`src/rtl/fifo_read_ctrl.sv`:
```
// fifo_read_ctrl: pops the byte FIFO while there is room downstream, absorbs
// the one-cycle FIFO read latency in a 2-entry skid buffer, and presents the
// words in FIFO order on a valid/ready stream.
module fifo_read_ctrl #(
  parameter int DATA_WIDTH = 8,
  parameter int CNT_WIDTH  = 16
) (
  input  logic                  clk,
  input  logic                  reset,
  input  logic                  enable,
  input  logic                  fifo_empty,
  input  logic                  fifo_underflow,
  input  logic [DATA_WIDTH-1:0] fifo_data,
  output logic                  fifo_rd,
  output logic [DATA_WIDTH-1:0] m_data,
  output logic                  m_valid,
  input  logic                  m_ready,
  output logic [CNT_WIDTH-1:0]  pop_count,
  output logic                  err_underflow,
  output logic                  busy
);

  typedef enum logic [1:0] {IDLE, RUN, DRAIN} state_t;

  state_t                          state, state_nxt;
  logic [1:0]                      occ;       // skid entries held, 0..2
  logic                            inflight;  // fifo_rd was high last cycle
  logic [1:0][DATA_WIDTH-1:0]      skid;      // [0] is the head
  logic                            pop, cap;
  logic [2:0]                      level;

  assign pop     = m_valid & m_ready;
  assign cap     = inflight & ~fifo_underflow;
  assign m_valid = (occ != 2'd0);
  assign m_data  = skid[0];
  assign busy    = (state != IDLE);

  // Words already held or on their way back from the FIFO; a pop this cycle
  // frees a slot early, which lets reads resume with the first accepted beat.
  assign level   = {1'b0, occ} + {2'b0, inflight};
  assign fifo_rd = enable & ~fifo_empty & (state == RUN) &
                   (level < (3'd2 + {2'b0, pop}));

  // State register
  always_ff @(posedge clk or posedge reset) begin
    if (reset) state <= IDLE;
    else       state <= state_nxt;
  end

  // Next-state: leave RUN when disabled, linger in DRAIN until nothing is
  // buffered or outstanding
  always_comb begin
    state_nxt = state;
    case (state)
      IDLE:  if (enable) state_nxt = RUN;
      RUN:   if (!enable) state_nxt = (occ != 2'd0 || inflight) ? DRAIN : IDLE;
      DRAIN: if (enable) state_nxt = RUN;
             else if (occ == 2'd0 && !inflight) state_nxt = IDLE;
      default: state_nxt = IDLE;
    endcase
  end

  // Read-latency tracking and sticky underflow flag
  always_ff @(posedge clk or posedge reset) begin
    if (reset) begin
      inflight      <= 1'b0;
      err_underflow <= 1'b0;
    end else begin
      inflight <= fifo_rd;
      if (inflight && fifo_underflow) err_underflow <= 1'b1;
    end
  end

  // Skid buffer: capture at the tail, shift toward the head on pop.
  // The issue rule keeps occ + inflight <= 2, so a capture never overflows.
  always_ff @(posedge clk or posedge reset) begin
    if (reset) begin
      occ  <= 2'd0;
      skid <= '0;
    end else begin
      case ({pop, cap})
        2'b10: begin
          skid[0] <= skid[1];
          occ     <= occ - 2'd1;
        end
        2'b01: begin
          skid[occ[0]] <= fifo_data;
          occ          <= occ + 2'd1;
        end
        2'b11: begin
          if (occ == 2'd1) begin
            skid[0] <= fifo_data;
          end else begin
            skid[0] <= skid[1];
            skid[1] <= fifo_data;
          end
        end
        default: ;
      endcase
    end
  end

  // Accepted-transfer counter, wraps naturally
  always_ff @(posedge clk or posedge reset) begin
    if (reset)    pop_count <= '0;
    else if (pop) pop_count <= pop_count + 1'b1;
  end

endmodule

```
`config.mk`:
```
export PLATFORM = sky130hd
export DESIGN_NAME = fifo_read_ctrl
export DESIGN_NICKNAME = d
export VERILOG_FILES = /design/src/rtl/fifo_read_ctrl.sv
export SDC_FILE = /design/constraint.sdc
export NUM_CORES = 1
export LEC_CHECK = 0
export BUFFER_PORTS_ARGS = -buffer_cell sky130_fd_sc_hd__buf_2
export CORE_MARGIN = 3
export CORE_UTILIZATION = 40
export CTS_BUF_LIST = sky130_fd_sc_hd__clkbuf_8
export CTS_CLUSTER_SIZE = 24
export DETAILED_ROUTE_END_ITERATION = 12
export PLACE_DENSITY_LB_ADDON = 0.2
export SLEW_MARGIN = 20
export SYNTH_ARGS = -nofsm -noshare
export SYNTH_HDL_FRONTEND = slang
export SYNTH_SLANG_ARGS = --single-unit
```
`constraint.sdc`:
```
create_clock -name clk -period 4.3 [get_ports clk]
set_input_delay 0.215 -clock clk [delete_from_list [all_inputs] [get_ports clk]]
set_output_delay 0.215 -clock clk [all_outputs]
set_load 0.01 [all_outputs]
```
## Yosys cells after proc, flatten, opt, wreduce, memory -nomap -nowiden

Index checks and enable logic that the tools add are counted.

| word-level totals | value |
|---|---|
| register bits | 38 |
| input port bits | 14 |
| output and inout port bits | 28 |
| word-level logic and storage cells | 60 |

| operators by class | value |
|---|---|
| add/subtract/negate cells | 5 |
| $lt $le $gt $ge | 3 |
| equality and inequality tests | 10 |
| mux-type cells | 14 |
| bitwise logic cells | 7 |
| reduce and logical (&&, ||, !) cells | 14 |

Operators by type and width:

| cell | count |
|---|---|
| 2-to-1 mux 8 bit | 3 |
| case mux 8 bit (3 select lines) | 1 |
| adder 16 x 1 -> 16 bit, second input constant | 1 |
| bitwise mux 16 bit | 1 |
| case mux 8 bit (2 select lines) | 1 |
| 2-to-1 mux 2 bit | 5 |
| demux 8 bit (select 1 bit) | 1 |
| nonzero test 2 bit | 4 |
| equality test 2 x 1 -> 1 bit, second input constant | 3 |
| equality test 2 bit, second input constant | 3 |
| != test 2 bit, second input constant | 3 |
| case mux 2 bit (3 select lines) | 1 |
| AND 1 bit | 5 |
| logical NOT 2 bit | 2 |
| case mux 2 bit (2 select lines) | 1 |
| adder 2 x 1 -> 3 bit | 1 |
| adder 2 x 1 -> 3 bit, first input constant | 1 |
| logical AND 1 bit | 3 |
| less-than comparator 3 bit | 1 |
| != test 3 bit, second input constant | 1 |
| AND reduction 3 bit | 1 |
| nonzero test 3 bit | 1 |
| adder 2 x 1 -> 2 bit, second input constant | 1 |
| less-than comparator 1 x 2 -> 1 bit, second input constant | 1 |
| 6 further kinds | 7 |

## Logic depth before layout (Yosys ltp)

Gate-level depths: netlist (run 1).

| depth | value |
|---|---|
| depth in word-level cells | 6 |
| mapped depth | 10 |

## Least setup slack after synthesis (run 1)

OpenSTA, ideal clock, no wires.

| path | value |
|---|---|
| path type | register to register |
| start | reg occ[0] |
| end | reg skid[10] (netlist bit) |
| setup time | 128 ps |
| data arrival time | 1964 ps |
| required time | 4172 ps |
| path slack | 2209 ps |
| cell stages (with the launch flop) | 10 |
| buffers on the path | 1 |
| clock period less this slack | 2091 ps |
| path through | dfrtp_1 > inv_1 > ha_1 > nand2b_4 > buf_6 > inv_1 > ha_1 > nand2b_1 > a21oi_4 > mux2_1 |

| on the way | value |
|---|---|
| elaborated cells between the ends (all ways) | 15 |
| those cells by class | order compare (2); eq/ne (4); mux (4); bitwise (1); reduce/logical (4) |

RTL lines:

| element | RTL line | text |
|---|---|---|
| from (decl) | 26 | `logic [1:0] occ;` |
| from (signal assigned) | 84 | `occ <= occ - 2'd1;` |
| from (signal assigned) | 88 | `occ <= occ + 2'd1;` |
| nonzero test 2 bit (*) | 34 | `assign m_valid = (occ != 2'd0);` |
| AND 1 bit (*) | 32 | `assign pop = m_valid & m_ready;` |
| named net pop | 29 | `logic pop, cap;` |
| equality test 2 bit / equality test 2 x 1 -> 1 bit (equally long branches) | 81 | `case ({pop, cap})` |
| != test 2 bit (no line) / nonzero test 2 bit (equally long branches) | - |  |
| AND reduction 2 bit (no line) | - |  |
| to (signal, indexed assignment) | 87 | `skid[occ[0]] <= fifo_data;` |
| to (decl) | 28 | `logic [1:0][DATA_WIDTH-1:0] skid;` |

Mark *: on every way through the listed nets, which the timed path passes. The rest lies on a longest branch.
A chain may end at the register's enable or synchronous reset.

## Final worst setup path (run 1)

| path | value |
|---|---|
| start | reg occ[0] |
| end | reg skid[14] (netlist bit) |

The elaborated chain is that of the path after synthesis.

==> impl_metrics.env, run 1 <==
export IMPL_status="finished clean"
export IMPL_yosysWarningCount=0
export IMPL_grt_setup_unrepaired="no"
export IMPL_gr_usage_all_layers=0.138
export IMPL_synth_common_cells="38 x dfrtp_1, 21 x nand2_1, 14 x xnor2_1"
export IMPL_die_width_um=74.0
export IMPL_ctsResizeCount=0
export IMPL_gp_congestion=0.778
export IMPL_r2r_end="skid[14]$_DFFE_PP0P_"
export IMPL_cts_buffer_depth=2
export IMPL_grt_pass1_wl_mm=5.77
export IMPL_critPathMaxFanout=10
export IMPL_synth_most_common_cell="dfrtp_1"
export IMPL_async_flop_share=1.00
export IMPL_cts_hold_buf=0
export IMPL_drt_first_pass_iters=4
export IMPL_synth_largest_area_cell="dfrtp_1"
export IMPL_max_stage_delay_ns=0.46
export IMPL_cts_tree="done"
export IMPL_start_util=0.419
export IMPL_first_global_vias=1240
export IMPL_vias=1267
export IMPL_cp_start_kind="flop"
export IMPL_grt_max_degree=39
export IMPL_final_area_mm2=0.00216
export IMPL_synth_edf_count=0
export IMPL_slew_viol_final=0
export IMPL_fill_cells=422
export IMPL_insertion_delay_ns=0.28
export IMPL_placed_area_mm2=0.00205
export IMPL_synth_area_leaders="dfrtp_1 51%, ha_1 6.8%, xnor2_1 6.6%"
export IMPL_cts_buffers=5
export IMPL_synth_net_count=185
export IMPL_avgSynthCellArea_um2=11.5
export IMPL_layout_drive_gt1_share=0.282
export IMPL_powerDensity_mw_per_mm2=552
export IMPL_antenna_found_initial=0
export IMPL_synth_seq_area_share=0.515
export IMPL_numClockSinks=38
export IMPL_fin_total_pwr_uw=1190
export IMPL_tns_ns=0
export IMPL_crit_type="reg2reg"
export IMPL_num_nets_final=225
export IMPL_worstMarginPinSlew_ns=0.477
export IMPL_ys_types=29
export IMPL_syn_area_mm2=0.00185
export IMPL_ys_ff_latch=38
export IMPL_path_cells="inv_1 -> ha_1 -> nand2b_4 -> inv_1 -> ha_1 -> nand2b_1 -> a21oi_4 -> mux2_1"
export IMPL_synthFlopType="dfrtp_1"
export IMPL_yosysTopAreaCellShare=0.515
export IMPL_dr_first_iter_drc_count=29
export IMPL_arrival_ns=2.45
export IMPL_maxCapViolations=0
export IMPL_wl_per_cell_um=13.4
export IMPL_crit_slowest_cell="dfrtp_1"
export IMPL_max_freq_mhz=437
export IMPL_crit_required_ns=4.47
export IMPL_h_tree_depth=2
export IMPL_dieArea_mm2=0.00547
export IMPL_root_buffer="clkbuf_8"
export IMPL_routed_via_density=4.99
export IMPL_crit_path_end_kind="flop"
export IMPL_cts_setup_buffers=0
export IMPL_power_leakage_uw=0.00110
export IMPL_r2r_start="occ[0]$_DFFE_PP0P_"
export IMPL_hold_path_class="in2async"
export IMPL_ant_nets=0
export IMPL_finalHoldViolations=0
export IMPL_area_delta_synth_final_pct=17.1
export IMPL_pin_count=42
export IMPL_netlist_instances=161
export IMPL_portBuffers=41
export IMPL_fin_util=0.490
export IMPL_coreArea_mm2=0.00441
export IMPL_dp_hpwl_mm=2.56
export IMPL_r2r_cells=8
export IMPL_drc=0
export IMPL_fin_crit_sh=0.532
export IMPL_period_needed_ns=2.29
export IMPL_routed_wl_mm=3.42
export IMPL_skew_ns=0.00305
export IMPL_diodes=0
export IMPL_grt_overflow_total=0
export IMPL_r2r_slack_ns=2.01
export IMPL_rows=24
export IMPL_die_h_um=74.0
export IMPL_setup_viol=0
export IMPL_ir_worst_vdd_mv=0.269
export IMPL_path_clk_slew_ns=0.07
export IMPL_max_slew_margin=0.682
-- per-layer routing --
layer	routed length (µm)	share of wire	GRT usage
met4	21	0.0061	0.0382
met1	1540	0.45	0.173
met2	1650	0.48	0.225
met5	0	0	0
met3	202	0.059	0.0500
-- state kept, by name (all words and copies together) (netlist names) --
name           flops
err_underflow      1
inflight           1
m_data             8
occ                2
pop_count         16
skid               8
state              2
-- stage by stage --
stage	std cells	hold WS [ns]	setup WS [ns]
finish	254	0.0351	2.01
global route	254	0.0637	1.85
CTS	254	0.0422	1.99
detailed placement	246	0.358	2.00
global placement	246	0.349	2.12
floorplan	161	0.287	2.21
-- kinds of logic (layout without fill, tap and decap cells) --
| kind of cell | Yosys count | in the layout | synth area share |
|---|---|---|---|
| buffers and inverters | 16 | 57 | 0.0528 |
| and+or+nand+nor | 47 | 47 | 0.142 |
| adders and majority gates | 10 | 10 | 0.0677 |
| muxes | 8 | 8 | 0.0487 |
| xor gates and xnor gates | 17 | 17 | 0.0806 |
| DFF | 38 | 38 | 0.515 |
| AOI/OAI and AO/OA | 25 | 25 | 0.0941 |
-- area by class of cell --
type                       instances  area (µm²)  share of cell area
sequential                        38         951               0.439
multi-input combinational        107         800               0.369
inverter                           7        26.3              0.0121
tap                               52        65.1              0.0301
timing repair buffer              42         213              0.0983
clock buffer                       8         110              0.0509
-- report_power, final --
part	switching, µW	leakage [µW]	internal [µW]
sequential	81.8	0.000494	459
combinational	205	0.000550	171
clock	117	0.0000575	162
-- layout by cell type (no fill, tap or decap), drive strengths merged, types with 5 or more instances in the layout --
| cell type | Yosys | final |
|---|---|---|
| buf | 9 | 42 |
| ha | 10 | 10 |
| mux2 | 8 | 8 |
| nand3 | 5 | 5 |
| nand2 | 21 | 21 |
| clkbuf | 0 | 8 |
| xnor2 | 14 | 14 |
| dfrtp | 38 | 38 |
| nand2b | 5 | 5 |
| a22oi | 8 | 8 |
| inv | 7 | 7 |
| o21ai | 10 | 10 |
-- worst max-delay path, delay by kind of cell (launching register included) --
family | cells | cell delay, ns
flops | 1 | 0.46
fa+ha+maj | 2 | 0.41
simple gates | 2 | 0.41
mux | 1 | 0.36
compound gates | 1 | 0.31
buf+inv | 2 | 0.22
-- worst max-delay path by stage --
stage | slack [ns] | start | end
2_1_floorplan | 2.21 | occ[0]$_DFFE_PP0P_ | skid[10]$_DFFE_PP0P_
3_3_place_gp | 2.12 | occ[0]$_DFFE_PP0P_ | skid[12]$_DFFE_PP0P_
3_5_place_dp | 2.00 | occ[0]$_DFFE_PP0P_ | skid[15]$_DFFE_PP0P_
4_1_cts | 1.99 | occ[0]$_DFFE_PP0P_ | skid[14]$_DFFE_PP0P_
5_1_grt | 1.85 | occ[0]$_DFFE_PP0P_ | skid[14]$_DFFE_PP0P_
6_report | 2.01 | occ[0]$_DFFE_PP0P_ | skid[14]$_DFFE_PP0P_
Note: power is estimated with default switching activity, not from simulation.
==> run 2, diff against run 1 <==
==> constraint.sdc (replaced) <==
create_clock -name clk -period 2 [get_ports clk]
set_input_delay 0.1 -clock clk [delete_from_list [all_inputs] [get_ports clk]]
set_output_delay 0.1 -clock clk [all_outputs]
set_load 0.01 [all_outputs]
==> impl_metrics.env, run 2 (synthesized netlist as in run 1, its figures left out) <==
export IMPL_routed_wl_mm=3.63
export IMPL_powerDensity_mw_per_mm2=1240
export IMPL_root_buffer="clkbuf_8"
export IMPL_dr_first_iter_drc_count=49
export IMPL_maxCapViolations=0
export IMPL_fin_total_pwr_uw=2900
export IMPL_max_slew_margin=0.682
export IMPL_portBuffers=41
export IMPL_fin_crit_sh=0.956
export IMPL_top_register="pop_count"
export IMPL_final_cell_mix="41 x buf_2, 38 x dfrtp_1, 21 x nand2_1"
export IMPL_cp_start_kind="flop"
export IMPL_fin_util=0.527
export IMPL_routed_via_density=5.08
export IMPL_fill_cells=398
export IMPL_pin_count=42
export IMPL_area_delta_synth_final_pct=25.9
export IMPL_ir_worst_vdd_mv=0.603
export IMPL_drc=0
export IMPL_critPathMaxFanout=8
export IMPL_dp_hpwl_mm=2.63
export IMPL_first_global_vias=1308
export IMPL_holdCritStartpoint="fifo_underflow"
export IMPL_setup_viol=0
export IMPL_grt_pass1_wl_mm=6.09
export IMPL_place_ws_ns=0.0269
export IMPL_insertion_delay_ns=0.29
export IMPL_ant_nets=0
export IMPL_die_h_um=74.0
export IMPL_largest_reg_flops=16
export IMPL_cts_tree="done"
export IMPL_antenna_found_initial=0
export IMPL_start_util=0.419
export IMPL_arrival_ns=2.08
export IMPL_numClockSinks=38
export IMPL_vias=1320
export IMPL_num_nets_final=231
export IMPL_grt_setup_unrepaired="no"
export IMPL_grt_max_degree=39
export IMPL_status="finished clean"
export IMPL_hold_path_class="in2reg"
export IMPL_r2r_start="occ[1]$_DFFE_PP0P_"
export IMPL_h_tree_depth=2
export IMPL_skew_ns=0.00890
export IMPL_grt_overflow_total=0
export IMPL_slew_viol_final=0
export IMPL_drt_first_pass_iters=4
export IMPL_cts_buffer_depth=2
export IMPL_final_common_cell="buf_2"
export IMPL_gp_congestion=0.792
export IMPL_dieArea_mm2=0.00547
export IMPL_max_freq_mhz=523
export IMPL_wl_per_cell_um=14.0
export IMPL_power_leakage_uw=0.00116
export IMPL_period_needed_ns=1.91
export IMPL_finalHoldViolations=0
export IMPL_cts_buffers=5
export IMPL_tns_ns=0
export IMPL_layout_drive_gt1_share=0.351
export IMPL_path_clk_slew_ns=0.08
export IMPL_die_width_um=74.0
export IMPL_startpoint="occ[1]$_DFFE_PP0P_"
export IMPL_diodes=0
export IMPL_coreArea_mm2=0.00441
export IMPL_gr_usage_all_layers=0.144
export IMPL_crit_required_ns=2.17
export IMPL_worstMarginPinSlew_ns=0.477
export IMPL_crit_path_end_kind="flop"
export IMPL_fin_ws_ns=0.0875
export IMPL_crit_type="reg2reg"
export IMPL_rows=24
## run 2: critical path, cell delays in order, from the launching register on
cell and delay [ns]:
dfrtp_1 0.39, inv_1 0.09, ha_1 0.16, nand2b_4 0.17, inv_4 0.06, ha_4 0.17, nand2b_4 0.14, a21oi_4 0.17
buf_12 0.15, mux2_4 0.30
## run 2: cell type report
type,instances,area (µm²),share of cell area
Timing Repair Buffer,48,275,0.118
Tap cell,52,65.1,0.0280
Clock inverter,2,60.1,0.0258
Sequential cell,38,951,0.409
Multi-Input combinational cell,107,865,0.372
Inverter,7,28.8,0.0124
Clock buffer,6,82.6,0.0355
## run 2: power breakdown
group	switching (µW)	leakage, µW	internal (µW)
clock	275	0.0000714	532
sequential	166	0.000494	986
combinational	478	0.000593	458
## run 2: path summary, 6_finish.rpt
| path | slack (ns) | to | cells after the start |
|---|---|---|---|
| setup / recovery | 0.09 | skid[14]$_DFFE_PP0P_ | 9 |
| hold / removal | 0.03 | err_underflow$_DFFE_PP0P_ | 2 |
| setup reg to reg | 0.09 | skid[14]$_DFFE_PP0P_ | 9 |
| hold reg to reg | 0.46 | err_underflow$_DFFE_PP0P_ | 1 |
| max in group asynchronous | 1.20 | pop_count[10]$_DFFE_PP0P_ | 4 |
| min in group asynchronous | 0.45 | pop_count[12]$_DFFE_PP0P_ | 4 |
## run 2: repair_timing
| action | in CTS | in global routing |
|---|---|---|
| endpoints found under the setup margin | 0 | 10 |
| hold endpoints to repair | 39 | 0 |
| hold buffers | 2 | 0 |
| buffers inserted | 0 | 1 |
| gates resized for setup | 0 | 1 |
## run 2: per-stage QoR
step	hold slack, ns	std cells	area [µm²]
6_report	0.0261	260	2330
5_1_grt	0.0346	260	2330
4_1_cts	0.0206	259	2300
3_5_place_dp	0.245	249	2140
3_3_place_gp	0.228	249	2140
2_1_floorplan	0.172	161	1910
## run 2: layer usage
metal  up-vias  track usage  share of wire
met5         -            0              0
met4         0       0.0543          0.015
met3         8       0.0338          0.055
met2        38        0.235           0.48
met1       642        0.186           0.45
li1        632            -              -
==> run 3, diff against run 2 <==
==> constraint.sdc (replaced) <==
create_clock -name clk -period 2.1 [get_ports clk]
set_input_delay 0.105 -clock clk [delete_from_list [all_inputs] [get_ports clk]]
set_output_delay 0.105 -clock clk [all_outputs]
set_load 0.01 [all_outputs]
==> impl_metrics.env, run 3 (synthesized netlist as in run 1, its figures left out) <==
export IMPL_period_needed_ns=1.99
export IMPL_finalHoldViolations=0
export IMPL_drc=0
export IMPL_r2r_slack_ns=0.11
export IMPL_num_nets_final=231
export IMPL_crit_slowest_cell="dfrtp_1"
export IMPL_rows=24
export IMPL_fin_crit_sh=0.948
export IMPL_tns_ns=0
export IMPL_grt_max_degree=39
export IMPL_path_cells="inv_1 -> ha_2 -> nand2b_4 -> inv_1 -> buf_4 -> ha_1 -> nor2_1 -> a21oi_4 -> buf_12 -> mux2_1"
export IMPL_die_width_um=74.0
export IMPL_startpoint="occ[1]$_DFFE_PP0P_"
export IMPL_largest_reg_flops=16
export IMPL_crit_family="buffers and inverters"
export IMPL_numClockSinks=38
export IMPL_path_clk_slew_ns=0.07
export IMPL_critPathBufInv=4
export IMPL_layout_drive_gt1_share=0.313
export IMPL_fill_cells=404
export IMPL_max_freq_mhz=503
export IMPL_ir_worst_vdd_mv=0.558
export IMPL_diodes=0
export IMPL_crit_required_ns=2.28
export IMPL_wl_per_cell_um=13.8
export IMPL_start_util=0.419
export IMPL_coreArea_mm2=0.00441
export IMPL_area_delta_synth_final_pct=21.3
export IMPL_dp_hpwl_mm=2.64
export IMPL_whs_ns=0.0380
export IMPL_portBuffers=41
export IMPL_crit_type="reg2reg"
export IMPL_insertion_delay_ns=0.29
export IMPL_first_global_vias=1324
export IMPL_worstMarginPinSlew_ns=0.469
export IMPL_grt_overflow_total=0
export IMPL_arrival_ns=2.16
export IMPL_crit_top_cell="inv_1"
export IMPL_gr_usage_all_layers=0.144
export IMPL_status="finished clean"
export IMPL_critPathMaxFanout=8
export IMPL_crit_path_end_kind="flop"
export IMPL_ant_nets=0
export IMPL_drt_first_pass_iters=4
export IMPL_maxCapViolations=0
export IMPL_skew_ns=0.00654
export IMPL_r2r_start="occ[1]$_DFFE_PP0P_"
export IMPL_pin_count=42
export IMPL_cts_buffers=5
export IMPL_power_leakage_uw=0.00113
export IMPL_dr_first_iter_drc_count=54
export IMPL_die_h_um=74.0
export IMPL_gp_congestion=0.770
export IMPL_cts_buffer_depth=2
export IMPL_max_slew_margin=0.687
export IMPL_register_area_um2=951
export IMPL_root_buffer="clkbuf_8"
export IMPL_setup_viol=0
export IMPL_cts_tree="done"
export IMPL_antenna_found_initial=0
export IMPL_grt_setup_unrepaired="no"
export IMPL_hold_path_class="in2reg"
export IMPL_dieArea_mm2=0.00547
export IMPL_final_common_cell="buf_2"
export IMPL_grt_pass1_wl_mm=6.00
export IMPL_routed_wl_mm=3.58
export IMPL_top_register="pop_count"
export IMPL_powerDensity_mw_per_mm2=1130
export IMPL_holdCritStartpoint="fifo_underflow"
export IMPL_h_tree_depth=2
export IMPL_cp_start_kind="flop"
export IMPL_slew_viol_final=0
export IMPL_max_stage_delay_ns=0.38
export IMPL_multi_input_area_um2=816
export IMPL_final_cell_mix="41 x buf_2, 38 x dfrtp_1, 20 x nand2_1"
export IMPL_routed_via_density=5.03
export IMPL_vias=1307
[run 3: layer usage]
layer,routed length (µm),GRT usage,vias up
met2,1690,0.228,39
met4,65,0.0543,0
li1,-,-,643
met1,1640,0.180,618
met5,0,0,-
met3,186,0.0541,7
[run 3: path summary, 6_finish.rpt]
kind,endpoint,depth (start not counted)
max reg2reg,skid[10]$_DFFE_PP0P_,10
min reg2reg,err_underflow$_DFFE_PP0P_,1
max in group asynchronous,occ[1]$_DFFE_PP0P_,4
min,err_underflow$_DFFE_PP0P_,2
max,skid[10]$_DFFE_PP0P_,10
min in group asynchronous,pop_count[7]$_DFFE_PP0P_,4
[run 3: metrics by stage]
stage | setup slack [ns] | instances | util | power, µW | cell area [µm²]
final | 0.110 | 260 | 0.508 | 2540 | 2240
after global routing | 0.00436 | 260 | 0.508 | 2720 | 2240
after CTS | 0.0348 | 259 | 0.500 | 2560 | 2210
after detailed placement | 0.0413 | 249 | 0.471 | 1940 | 2080
after global placement | 0.146 | 249 | 0.471 | 1900 | 2080
after floorplan | 0.00862 | 161 | - | 1700 | 1850
[run 3: layout make-up]
cell class | count | area share
clock buffer | 5 | 0.0307
tap | 52 | 0.0290
inverter | 7 | 0.0117
timing repair buffer | 48 | 0.123
multi-input combinational | 107 | 0.364
sequential | 38 | 0.424
clock inverter | 3 | 0.0179
[run 3: power by group]
| part | internal (µW) | switching [µW] | leakage [µW] | total, µW |
|---|---|---|---|---|
| Combinational | 394 | 448 | 0.000582 | 841 |
| Sequential | 939 | 157 | 0.000494 | 1100 |
| Clock | 349 | 253 | 0.0000579 | 603 |
| Total | 1680 | 858 | 0.00113 | 2540 |
[run 3: timing repair]
action	in CTS	in global routing
endpoints found under the setup margin	0	9
buffers inserted	0	1
gates resized for setup	0	4
hold buffers	2	0
endpoints found under the hold margin	39	0
[run 3: worst reg2reg max path: cells and delay by family (launching register included)]
kind	cells	cell delay, ns
AOI/OAI and AO/OA	1	0.05
adders and majority gates	2	0.36
buffers and inverters	4	0.45
DFF	1	0.38
muxes	1	0.31
and+or+nand+nor	2	0.32
